## src/rtl/wburst_pkg.sv

```systemverilog
// Shared types and constants for the write-burst issuer.
package wburst_pkg;

  typedef enum logic [1:0] {
    IDLE = 2'd0,
    ADDR = 2'd1,
    DATA = 2'd2
  } wb_state_t;

  localparam logic [1:0] AXI_BURST_INCR = 2'b01;
  localparam logic [1:0] AXI_RESP_OKAY  = 2'b00;

  // Ceiling log2 for elaboration-time sizing; clog2(1) = 0.
  function automatic int clog2(input int value);
    int result = 0;
    for (int i = 0; i < 31; i++) begin
      if ((1 << i) < value) result = i + 1;
    end
    return result;
  endfunction

endpackage

```

## src/rtl/wburst_outstanding_ctr.sv

```systemverilog
// Saturating up/down counter of AW bursts still waiting for their B response.
// An increment and an accepted decrement in the same cycle cancel out; a
// decrement while empty is dropped, so the count can never underflow.
module wburst_outstanding_ctr #(
  parameter int MAX_COUNT = 4,
  parameter int CNT_W     = 3
) (
  input  logic clk,
  input  logic reset,
  input  logic inc,
  input  logic dec,
  output logic full,
  output logic empty,
  output logic dec_ok
);

  logic [CNT_W-1:0] count;
  logic             inc_ok;

  assign empty  = (count == '0);
  assign full   = (count == CNT_W'(MAX_COUNT));
  assign dec_ok = dec & ~empty;
  assign inc_ok = inc & (~full | dec_ok);

  // Net count update; simultaneous accepted inc/dec leaves the count alone.
  always_ff @(posedge clk) begin
    if (reset) begin
      count <= '0;
    end else if (inc_ok && !dec_ok) begin
      count <= count + CNT_W'(1);
    end else if (dec_ok && !inc_ok) begin
      count <= count - CNT_W'(1);
    end
  end

endmodule

```

## src/rtl/wburst_issuer.sv

```systemverilog
// Write-burst issuer: turns ready bursts from the burst counter into AXI4
// AW + W transactions and tracks B responses until the job completes.
// Optional build macro WBURST_BRESP_CHECK_EN adds sticky BRESP error
// reporting (bresp_err / bresp_err_addr).
//
//  state | meaning
//  IDLE  | waiting for an available burst with room for another outstanding B
//  ADDR  | AWVALID up, address/length held until AWREADY
//  DATA  | streaming beats 0..len from the data buffer, WLAST on beat len
module wburst_issuer
  import wburst_pkg::*;
#(
  parameter int AXI_ADDR_WIDTH  = 32,
  parameter int AXI_DATA_WIDTH  = 64,
  parameter int WBURST_LEN      = 4,
  parameter int MAX_BURST_LEN   = 16,
  parameter int MAX_OUTSTANDING = 4
) (
  input  logic                          clk,
  input  logic                          reset,
  input  logic                          start,
  input  logic [AXI_ADDR_WIDTH-1:0]     base_addr,
  output logic                          done,
  input  logic                          wburst_ready,
  input  logic [WBURST_LEN-1:0]         wburst_len,
  output logic                          wburst_issued,
  output logic [WBURST_LEN-1:0]         wburst_issued_len,
  input  logic [AXI_DATA_WIDTH-1:0]     wdata,
  input  logic                          wdata_valid,
  output logic                          wdata_pop,
  output logic [AXI_ADDR_WIDTH-1:0]     M_AXI_AWADDR,
  output logic [7:0]                    M_AXI_AWLEN,
  output logic [2:0]                    M_AXI_AWSIZE,
  output logic [1:0]                    M_AXI_AWBURST,
  output logic                          M_AXI_AWVALID,
  input  logic                          M_AXI_AWREADY,
  output logic [AXI_DATA_WIDTH-1:0]     M_AXI_WDATA,
  output logic [AXI_DATA_WIDTH/8-1:0]   M_AXI_WSTRB,
  output logic                          M_AXI_WLAST,
  output logic                          M_AXI_WVALID,
  input  logic                          M_AXI_WREADY,
  input  logic [1:0]                    M_AXI_BRESP,
  input  logic                          M_AXI_BVALID,
  output logic                          M_AXI_BREADY
`ifdef WBURST_BRESP_CHECK_EN
  ,
  output logic                          bresp_err,
  output logic [AXI_ADDR_WIDTH-1:0]     bresp_err_addr
`endif
);

  localparam int BYTES     = AXI_DATA_WIDTH / 8;
  localparam int SIZE_LOG2 = clog2(BYTES);
  localparam int CNT_W     = clog2(MAX_OUTSTANDING + 1);
  localparam int BEAT_W    = (clog2(MAX_BURST_LEN) > WBURST_LEN) ? clog2(MAX_BURST_LEN) : WBURST_LEN;

  wb_state_t                 state;
  logic [WBURST_LEN-1:0]     len_q;
  logic [BEAT_W-1:0]         beat;
  logic [AXI_ADDR_WIDTH-1:0] addr_q;
  logic [AXI_ADDR_WIDTH-1:0] burst_bytes;
  logic                      issued_any;
  logic                      aw_hs;
  logic                      w_hs;
  logic                      last_beat;
  logic                      out_full;
  logic                      out_empty;
  logic                      b_taken;
  logic                      start_ok;

  assign aw_hs       = M_AXI_AWVALID & M_AXI_AWREADY;
  assign w_hs        = M_AXI_WVALID & M_AXI_WREADY;
  assign last_beat   = (beat == BEAT_W'(len_q));
  assign start_ok    = start & (state == IDLE);
  assign burst_bytes = (AXI_ADDR_WIDTH'(len_q) + AXI_ADDR_WIDTH'(1)) << SIZE_LOG2;

  assign wburst_issued     = aw_hs;
  assign wburst_issued_len = len_q;
  assign M_AXI_AWLEN       = 8'(len_q);
  assign M_AXI_AWSIZE      = 3'(SIZE_LOG2);
  assign M_AXI_AWBURST     = AXI_BURST_INCR;
  assign M_AXI_WDATA       = wdata;
  assign M_AXI_WSTRB       = '1;
  assign M_AXI_WVALID      = (state == DATA) & wdata_valid;
  assign M_AXI_WLAST       = (state == DATA) & last_beat;
  assign M_AXI_BREADY      = 1'b1;
  assign wdata_pop         = w_hs;

  wburst_outstanding_ctr #(
    .MAX_COUNT (MAX_OUTSTANDING),
    .CNT_W     (CNT_W)
  ) u_outstanding (
    .clk    (clk),
    .reset  (reset),
    .inc    (aw_hs),
    .dec    (M_AXI_BVALID),
    .full   (out_full),
    .empty  (out_empty),
    .dec_ok (b_taken)
  );

  // Burst sequencing: latch length, present AW, then stream the W beats.
  always_ff @(posedge clk) begin
    if (reset) begin
      state         <= IDLE;
      M_AXI_AWVALID <= 1'b0;
      M_AXI_AWADDR  <= '0;
      len_q         <= '0;
      beat          <= '0;
      addr_q        <= '0;
    end else begin
      case (state)
        IDLE: begin
          if (start) begin
            addr_q <= base_addr;
          end else if (!done && wburst_ready && !out_full) begin
            len_q         <= wburst_len;
            M_AXI_AWADDR  <= addr_q;
            M_AXI_AWVALID <= 1'b1;
            state         <= ADDR;
          end
        end
        ADDR: begin
          if (aw_hs) begin
            M_AXI_AWVALID <= 1'b0;
            addr_q        <= addr_q + burst_bytes;
            beat          <= '0;
            state         <= DATA;
          end
        end
        DATA: begin
          if (w_hs) begin
            if (last_beat) state <= IDLE;
            else           beat  <= beat + BEAT_W'(1);
          end
        end
        default: state <= IDLE;
      endcase
    end
  end

  // Job completion: done only once the job has issued something and drained.
  always_ff @(posedge clk) begin
    if (reset) begin
      done       <= 1'b1;
      issued_any <= 1'b0;
    end else if (start_ok) begin
      done       <= 1'b0;
      issued_any <= 1'b0;
    end else begin
      if (aw_hs) issued_any <= 1'b1;
      if (state == IDLE && out_empty && !wburst_ready && issued_any) done <= 1'b1;
    end
  end

`ifdef WBURST_BRESP_CHECK_EN
  // B responses return in issue order, so a small address ring pairs each
  // accepted B with the AWADDR of the burst it completes.
  localparam int PTR_W = (MAX_OUTSTANDING > 1) ? clog2(MAX_OUTSTANDING) : 1;

  logic [AXI_ADDR_WIDTH-1:0] addr_ring [MAX_OUTSTANDING];
  logic [PTR_W-1:0]          wr_ptr;
  logic [PTR_W-1:0]          rd_ptr;

  // Ring bookkeeping plus sticky capture of the first failing burst.
  always_ff @(posedge clk) begin
    if (reset) begin
      wr_ptr         <= '0;
      rd_ptr         <= '0;
      bresp_err      <= 1'b0;
      bresp_err_addr <= '0;
    end else begin
      if (aw_hs) begin
        addr_ring[wr_ptr] <= M_AXI_AWADDR;
        wr_ptr <= (wr_ptr == PTR_W'(MAX_OUTSTANDING - 1)) ? '0 : wr_ptr + PTR_W'(1);
      end
      if (b_taken) begin
        rd_ptr <= (rd_ptr == PTR_W'(MAX_OUTSTANDING - 1)) ? '0 : rd_ptr + PTR_W'(1);
      end
      if (start_ok) begin
        bresp_err <= 1'b0;
      end else if (b_taken && M_AXI_BRESP != AXI_RESP_OKAY && !bresp_err) begin
        bresp_err      <= 1'b1;
        bresp_err_addr <= addr_ring[rd_ptr];
      end
    end
  end
`else
  logic [1:0] unused_bresp;
  logic       unused_b_taken;
  assign unused_bresp   = M_AXI_BRESP;
  assign unused_b_taken = b_taken;
`endif

endmodule
```

## config.mk

```make
export PLATFORM = sky130hd
export DESIGN_NAME = wburst_issuer
export DESIGN_NICKNAME = d
export VERILOG_FILES = /design/src/rtl/wburst_pkg.sv /design/src/rtl/wburst_outstanding_ctr.sv /design/src/rtl/wburst_issuer.sv
export SDC_FILE = /design/constraint.sdc
export NUM_CORES = 1
export LEC_CHECK = 0
export ABC_AREA = 1
export CAP_MARGIN = 0
export CORE_MARGIN = 2
export CORE_UTILIZATION = 30
export CTS_CLUSTER_DIAMETER = 100
export CTS_CLUSTER_SIZE = 40
export DETAILED_ROUTE_END_ITERATION = 8
export PLACE_DENSITY = 0.7
export SETUP_SLACK_MARGIN = 0.05
export SYNTH_ARGS = -nofsm -noshare
export SYNTH_HDL_FRONTEND = slang
export SYNTH_HIERARCHICAL = 1
export SYNTH_SLANG_ARGS = --single-unit
export TNS_END_PERCENT = 20
```

## constraint.sdc

```tcl
create_clock -name clk -period 1.8 [get_ports clk]
set_input_delay 0.45 -clock clk [delete_from_list [all_inputs] [get_ports clk]]
set_output_delay 0.45 -clock clk [all_outputs]
set_load 0.02 [all_outputs]
```

==> results of run 1 <==
path summary, 6_finish.rpt:
kind,end,cells past startpoint,from,slack [ns]
worst max register to register,addr_q[7],11,wburst_issued_len[0],-0.14
worst max-delay path,addr_q[7],11,wburst_issued_len[0],-0.14
worst min-delay path,addr_q[0],2,addr_q[0],0.49
worst min register to register,addr_q[0],2,addr_q[0],0.49
critical path, stage by stage (launching register included):
cell     delay (ns)
dfxtp_4        0.36
ha_4           0.26
inv_1          0.04
fa_2           0.35
inv_2          0.08
nand2_2        0.07
a21oi_4        0.17
buf_4          0.13
buf_4          0.09
xor2_1         0.13
nand2_1        0.07
a21oi_1        0.11
registers in the layout, summed over array words and instances (netlist names):
register,flops
wburst_issued_len,4
state,2
beat,4
done,1
issued_any,1
addr_q,32
M_AXI_AWADDR,32
M_AXI_AWVALID,1
u_outstanding/count,3
layer usage:
layer	wire length, um	track usage (%)
met1	6350	19.7
met2	6910	27.1
met3	895	3.85
met4	367	6.97
met5	0	0
metrics by stage:
step                worst slack, ns  std cells  power, W
finish                       -0.144       1059   0.00519
detailed placement           -0.392       1033   0.00333
global route                 -0.249       1059   0.00548
global placement             -0.372       1033   0.00331
CTS                          -0.153       1054   0.00516
floorplan                   -0.0727        782   0.00304
repair_timing:
| item | in CTS | in global routing |
|---|---|---|
| resized for setup | 77 | 76 |
| pin swaps | 26 | 26 |
| buffers inserted | 5 | 5 |
| endpoints found under the setup margin | 66 | 42 |
power breakdown:
part	internal, W	switching, W	total (W)
sequential	0.00193	0.000152	0.00208
combinational	0.000571	0.000713	0.00128
clock	0.00107	0.000757	0.00182
area by class of cell:
type                            count  area [um^2]  area share [%]
Multi-Input combinational cell    535         2900            43.0
Inverter                           54          204            3.03
Timing Repair Buffer              154         1450            21.6
Tap cell                          220          275            4.09
Sequential cell                    80         1620            24.0
Clock inverter                      6         60.1           0.891
Clock buffer                       10          229            3.40
==> flow_metrics.env, run 1 <==
export IMPL_slew_violations=0
export IMPL_violations="negative setup slack"
export IMPL_antenna_left=0
export IMPL_setup_tns_ns=-1.97
export IMPL_fin_worst_skew_ns=0.00721
export IMPL_grt_pass1_wl_mm=22.9
export IMPL_n_antenna_cell=0
export IMPL_overflow=0
export IMPL_fin_ws_ns=-0.144
export IMPL_vias=4866
export IMPL_p_per_area_nw_per_um2=770
export IMPL_fin_crit_ns=1.94
export IMPL_htreeDepth=3
export IMPL_cp_arrival_ns=2.23
export IMPL_finalInstanceArea_um2=6740
export IMPL_layout_common_cells="135 x nand2_1, 131 x nor2_1, 74 x dfxtp_1, 58 x o21ai_0, 56 x buf_4"
export IMPL_clockBufferDepth=2
export IMPL_leakagePower_nw=3.11
export IMPL_clkLatencyLatePin_ns=0.35
export IMPL_ioPinCount=238
export IMPL_status="complete, but fails checks"
export IMPL_hpwl_mm=10.4
export IMPL_nets=954
export IMPL_critPathKind="flip-flop to flip-flop"
export IMPL_cts_num_sinks=80
export IMPL_numCtsBuffers=9
export IMPL_critPathMaxFanout=4
export IMPL_portBuffers=89
export IMPL_routabilityCongestion=0.898
export IMPL_clk_pin_slew_ns=0.06
export IMPL_dpl_cell_area_um2=6060
export IMPL_cts_tree="yes"
export IMPL_cp_end_kind="flip-flop"
export IMPL_drive_above_1_share_pct=22.3
export IMPL_rows=47
export IMPL_die_h_um=134
export IMPL_syn_avg_cell_area_um2=6.60
export IMPL_worst_setup_path_start_kind="flip-flop"
export IMPL_avgRoutedWirePerCell_um=13.7
export IMPL_root_buffer="clkbuf_16"
export IMPL_rsz0062_at_grt="yes"
export IMPL_first_pass_iters=5
export IMPL_vias_per_cell=4.59
export IMPL_drv_cap=0
export IMPL_hold_violations=0
export IMPL_die_x_um=134
export IMPL_syn2layout_area_growth_pct=33.3
export IMPL_start_util_pct=30.6
export IMPL_irDropWorstVdd_uv=462
export IMPL_fillCellCount=1707
export IMPL_setup_viol=27
export IMPL_grt_max_degree=49
export IMPL_clock_fmax_mhz=514
export IMPL_holdBufCountCts=0
export IMPL_remaining_drc_errors=0
export IMPL_whs_ns=0.491
export IMPL_synth_cells=766
export IMPL_final_core_util_pct=40.8
export IMPL_die_area_um2=17900
export IMPL_finalCritPeriodShare_pct=108
export IMPL_grtUsageTotal_pct=16.1
export IMPL_layout_commonest_cell="nand2_1"
export IMPL_required_ns=2.08
export IMPL_syn_area_um2=5050
export IMPL_core_area_um2=16500
export IMPL_yosysWarnings=6
export IMPL_drt_first_iter_violations=330
export IMPL_min_path_type="flip-flop to flip-flop"
export IMPL_grt_antenna_before_repair=0
export IMPL_routed_wl_mm=14.5
export IMPL_grt_pass1_vias=4626
Power figures use the tool's default switching activity.
==> run 2: changes to the inputs <==
--- a/config.mk
+++ b/config.mk
@@ -7,7 +7,6 @@
 export LEC_CHECK = 0
 export ABC_AREA = 1
 export CAP_MARGIN = 0
-export CORE_MARGIN = 2
 export CORE_UTILIZATION = 30
 export CTS_CLUSTER_DIAMETER = 100
 export CTS_CLUSTER_SIZE = 40
==> run 2 against run 1 <==
  * The run still ends with negative setup slack left
  * First-iteration DRC count decreased by 7.9%
  * Fmax fell by 4.4%
  * Largest cell class unchanged
  * Register-to-register slack got worse by 0.09 ns
  * Final cell count is essentially flat
  * Clock skew about the same
  * Total power up 0.48%
  * Clock power up 3%
  * Die area is 3.0% lower
  * Worst setup slack got worse by 0.090 ns
  * Global-route usage rose by 0.44 points
  * Clock-buffer cell count grew 1
  * Wire length decreased by 2.7%
==> flow_metrics.env, run 2 (synthesis gave the netlist of run 1 again) <==
export IMPL_slew_violations=0
export IMPL_rsz0062_at_grt="yes"
export IMPL_rr_worst_depth=11
export IMPL_nets=955
export IMPL_core_area_um2=16500
export IMPL_fillCellCount=1751
export IMPL_critPathMaxFanout=7
export IMPL_htreeDepth=3
export IMPL_p_comb_share_pct=24.3
export IMPL_drv_cap=0
export IMPL_setup_viol=27
export IMPL_grt_max_degree=37
export IMPL_busiest_layer="met2"
export IMPL_r2r_end="addr_q[11]"
export IMPL_avgRoutedWirePerCell_um=13.3
export IMPL_ff2ff_setup_slack_ns=-0.23
export IMPL_die_area_um2=17400
export IMPL_rows=47
export IMPL_overflow=0
export IMPL_cts_num_sinks=80
export IMPL_clk_pin_slew_ns=0.07
export IMPL_finalCritPeriodShare_pct=113
export IMPL_p_per_area_nw_per_um2=781
export IMPL_clkPwrFrac_pct=35.8
export IMPL_holdBufCountCts=0
export IMPL_ioPinCount=238
export IMPL_largestRegisters="M_AXI_AWADDR: 32 flops, addr_q: 32 flops"
export IMPL_power_internal_w=0.00361
export IMPL_hpwl_mm=10.3
export IMPL_root_buffer="clkbuf_16"
export IMPL_pwr_share_seq_pct=39.8
export IMPL_vias_per_cell=4.55
export IMPL_syn2layout_area_growth_pct=32.1
export IMPL_remaining_drc_errors=0
export IMPL_clockBufferDepth=2
export IMPL_irDropWorstVdd_uv=504
export IMPL_vias=4823
export IMPL_fin_worst_skew_ns=0.00735
export IMPL_start_util_pct=30.6
export IMPL_routed_wl_mm=14.1
export IMPL_cp_arrival_ns=2.28
export IMPL_portBuffers=89
export IMPL_ff_latch_area_um2=1610
export IMPL_violations="negative setup slack"
export IMPL_antenna_left=0
export IMPL_required_ns=2.04
export IMPL_grt_use_met1_pct=20.5
export IMPL_cp_end_kind="flip-flop"
export IMPL_clock_fmax_mhz=492
export IMPL_layout_common_cells="135 x nand2_1, 133 x nor2_1, 76 x dfxtp_1, 59 x o21ai_0, 56 x buf_4"
export IMPL_layout_commonest_cell="nand2_1"
export IMPL_die_x_um=132
export IMPL_drt_first_iter_violations=304
export IMPL_met3_usage_pct=3.84
export IMPL_swShare_pct=30.8
export IMPL_r2r_start="wburst_issued_len[1]"
export IMPL_leakagePower_nw=3.08
export IMPL_grt_antenna_before_repair=0
export IMPL_first_pass_iters=5
export IMPL_min_from="M_AXI_AWVALID"
export IMPL_status="complete, but fails checks"
export IMPL_use_met2_pct=27.7
export IMPL_routabilityCongestion=0.905
export IMPL_setup_tns_ns=-3.63
export IMPL_multi_input_area_um2=2830
export IMPL_worst_setup_path_start_kind="flip-flop"
export IMPL_crit_start="wburst_issued_len[1]"
export IMPL_hold_violations=0
export IMPL_fin_ws_ns=-0.234
export IMPL_drive_above_1_share_pct=20.6
export IMPL_crit_end="addr_q[11]"
export IMPL_grt_pass1_wl_mm=22.6
export IMPL_switchingPower_w=0.00160
export IMPL_grt_pass1_vias=4540
export IMPL_min_path_type="flip-flop to flip-flop"
export IMPL_grtUsageTotal_pct=16.6
export IMPL_whs_ns=0.482
export IMPL_critPathKind="flip-flop to flip-flop"
export IMPL_numCtsBuffers=9
export IMPL_cts_tree="yes"
export IMPL_n_antenna_cell=0
export IMPL_clkLatencyLatePin_ns=0.35
export IMPL_die_h_um=132
export IMPL_fin_crit_ns=2.03
==> run 2: cell count changes in the layout (fill, tap and decap cells not counted), sizes merged, moves of 2 or more <==
cell | previous run | this run
dlymetal6s2s | 9 | 7
dlygate4sd2 | 33 | 35
clkdlybuf4s50 | 41 | 43
clkdlybuf4s15 | 3 | 0
buf | 68 | 70
==> run 2: worst min-delay path by stage <==
stage                     to  slack (ns)  depth (start not counted)
2_1_floorplan      addr_q[0]        0.46                          2
3_3_place_gp      addr_q[31]        0.47                          2
3_5_place_dp      addr_q[31]        0.48                          2
4_1_cts           addr_q[31]        0.49                          2
5_1_grt        M_AXI_AWVALID        0.50                          2
6_report       M_AXI_AWVALID        0.48                          2
==> run 2: final cells by class <==
| class | count | area share [%] |
|---|---|---|
| multi-input combinational | 535 | 42.4 |
| inverter | 54 | 3.09 |
| clock inverter | 5 | 0.843 |
| timing repair buffer | 155 | 21.7 |
| clock buffer | 11 | 3.64 |
| sequential | 80 | 24.2 |
| tap | 220 | 4.12 |
==> run 2: metrics by stage <==
step                      utilization, %  instances  instance area [um^2]  total power [W]  setup WS [ns]
after floorplan                        -        782                  5170          0.00304        -0.0727
after global placement              36.8       1037                  6090          0.00332         -0.382
after detailed placement            36.8       1037                  6090          0.00334         -0.413
after CTS                           39.1       1057                  6460          0.00524         -0.179
after global routing                40.4       1060                  6680          0.00551         -0.305
final                               40.4       1060                  6680          0.00522         -0.234
==> run 2: repair_timing <==
item	CTS	global route
buffers inserted	4	3
resized for setup	82	51
gates cloned	0	0
pin swaps	24	17
endpoints found under the setup margin	67	62
==> run 2: metal layers <==
layer	vias to the layer above	part of all wire (%)
met3	32	5.7
met1	2159	45
li1	2484	-
met5	-	0
met4	0	2.3
met2	148	47
==> run 2: power groups by stage <==
stage	clock network (W)	logic [W]	registers [W]
after floorplan	0	0.000892	0.00215
after global placement	0	0.00121	0.00211
after detailed placement	0	0.00123	0.00211
after CTS	0.00192	0.00124	0.00207
after global routing	0.00199	0.00141	0.00210
final	0.00187	0.00127	0.00208
==> run 2: worst max-delay path, stage by stage (launching register included) <==
cell,delay [ns]
dfxtp_4,0.37
ha_4,0.17
xor2_1,0.15
ha_2,0.22
nor2_1,0.27
nand2_2,0.11
nand3_2,0.11
nand2_4,0.10
buf_4,0.15
a22o_1,0.17
nand2_1,0.05
a21oi_1,0.06
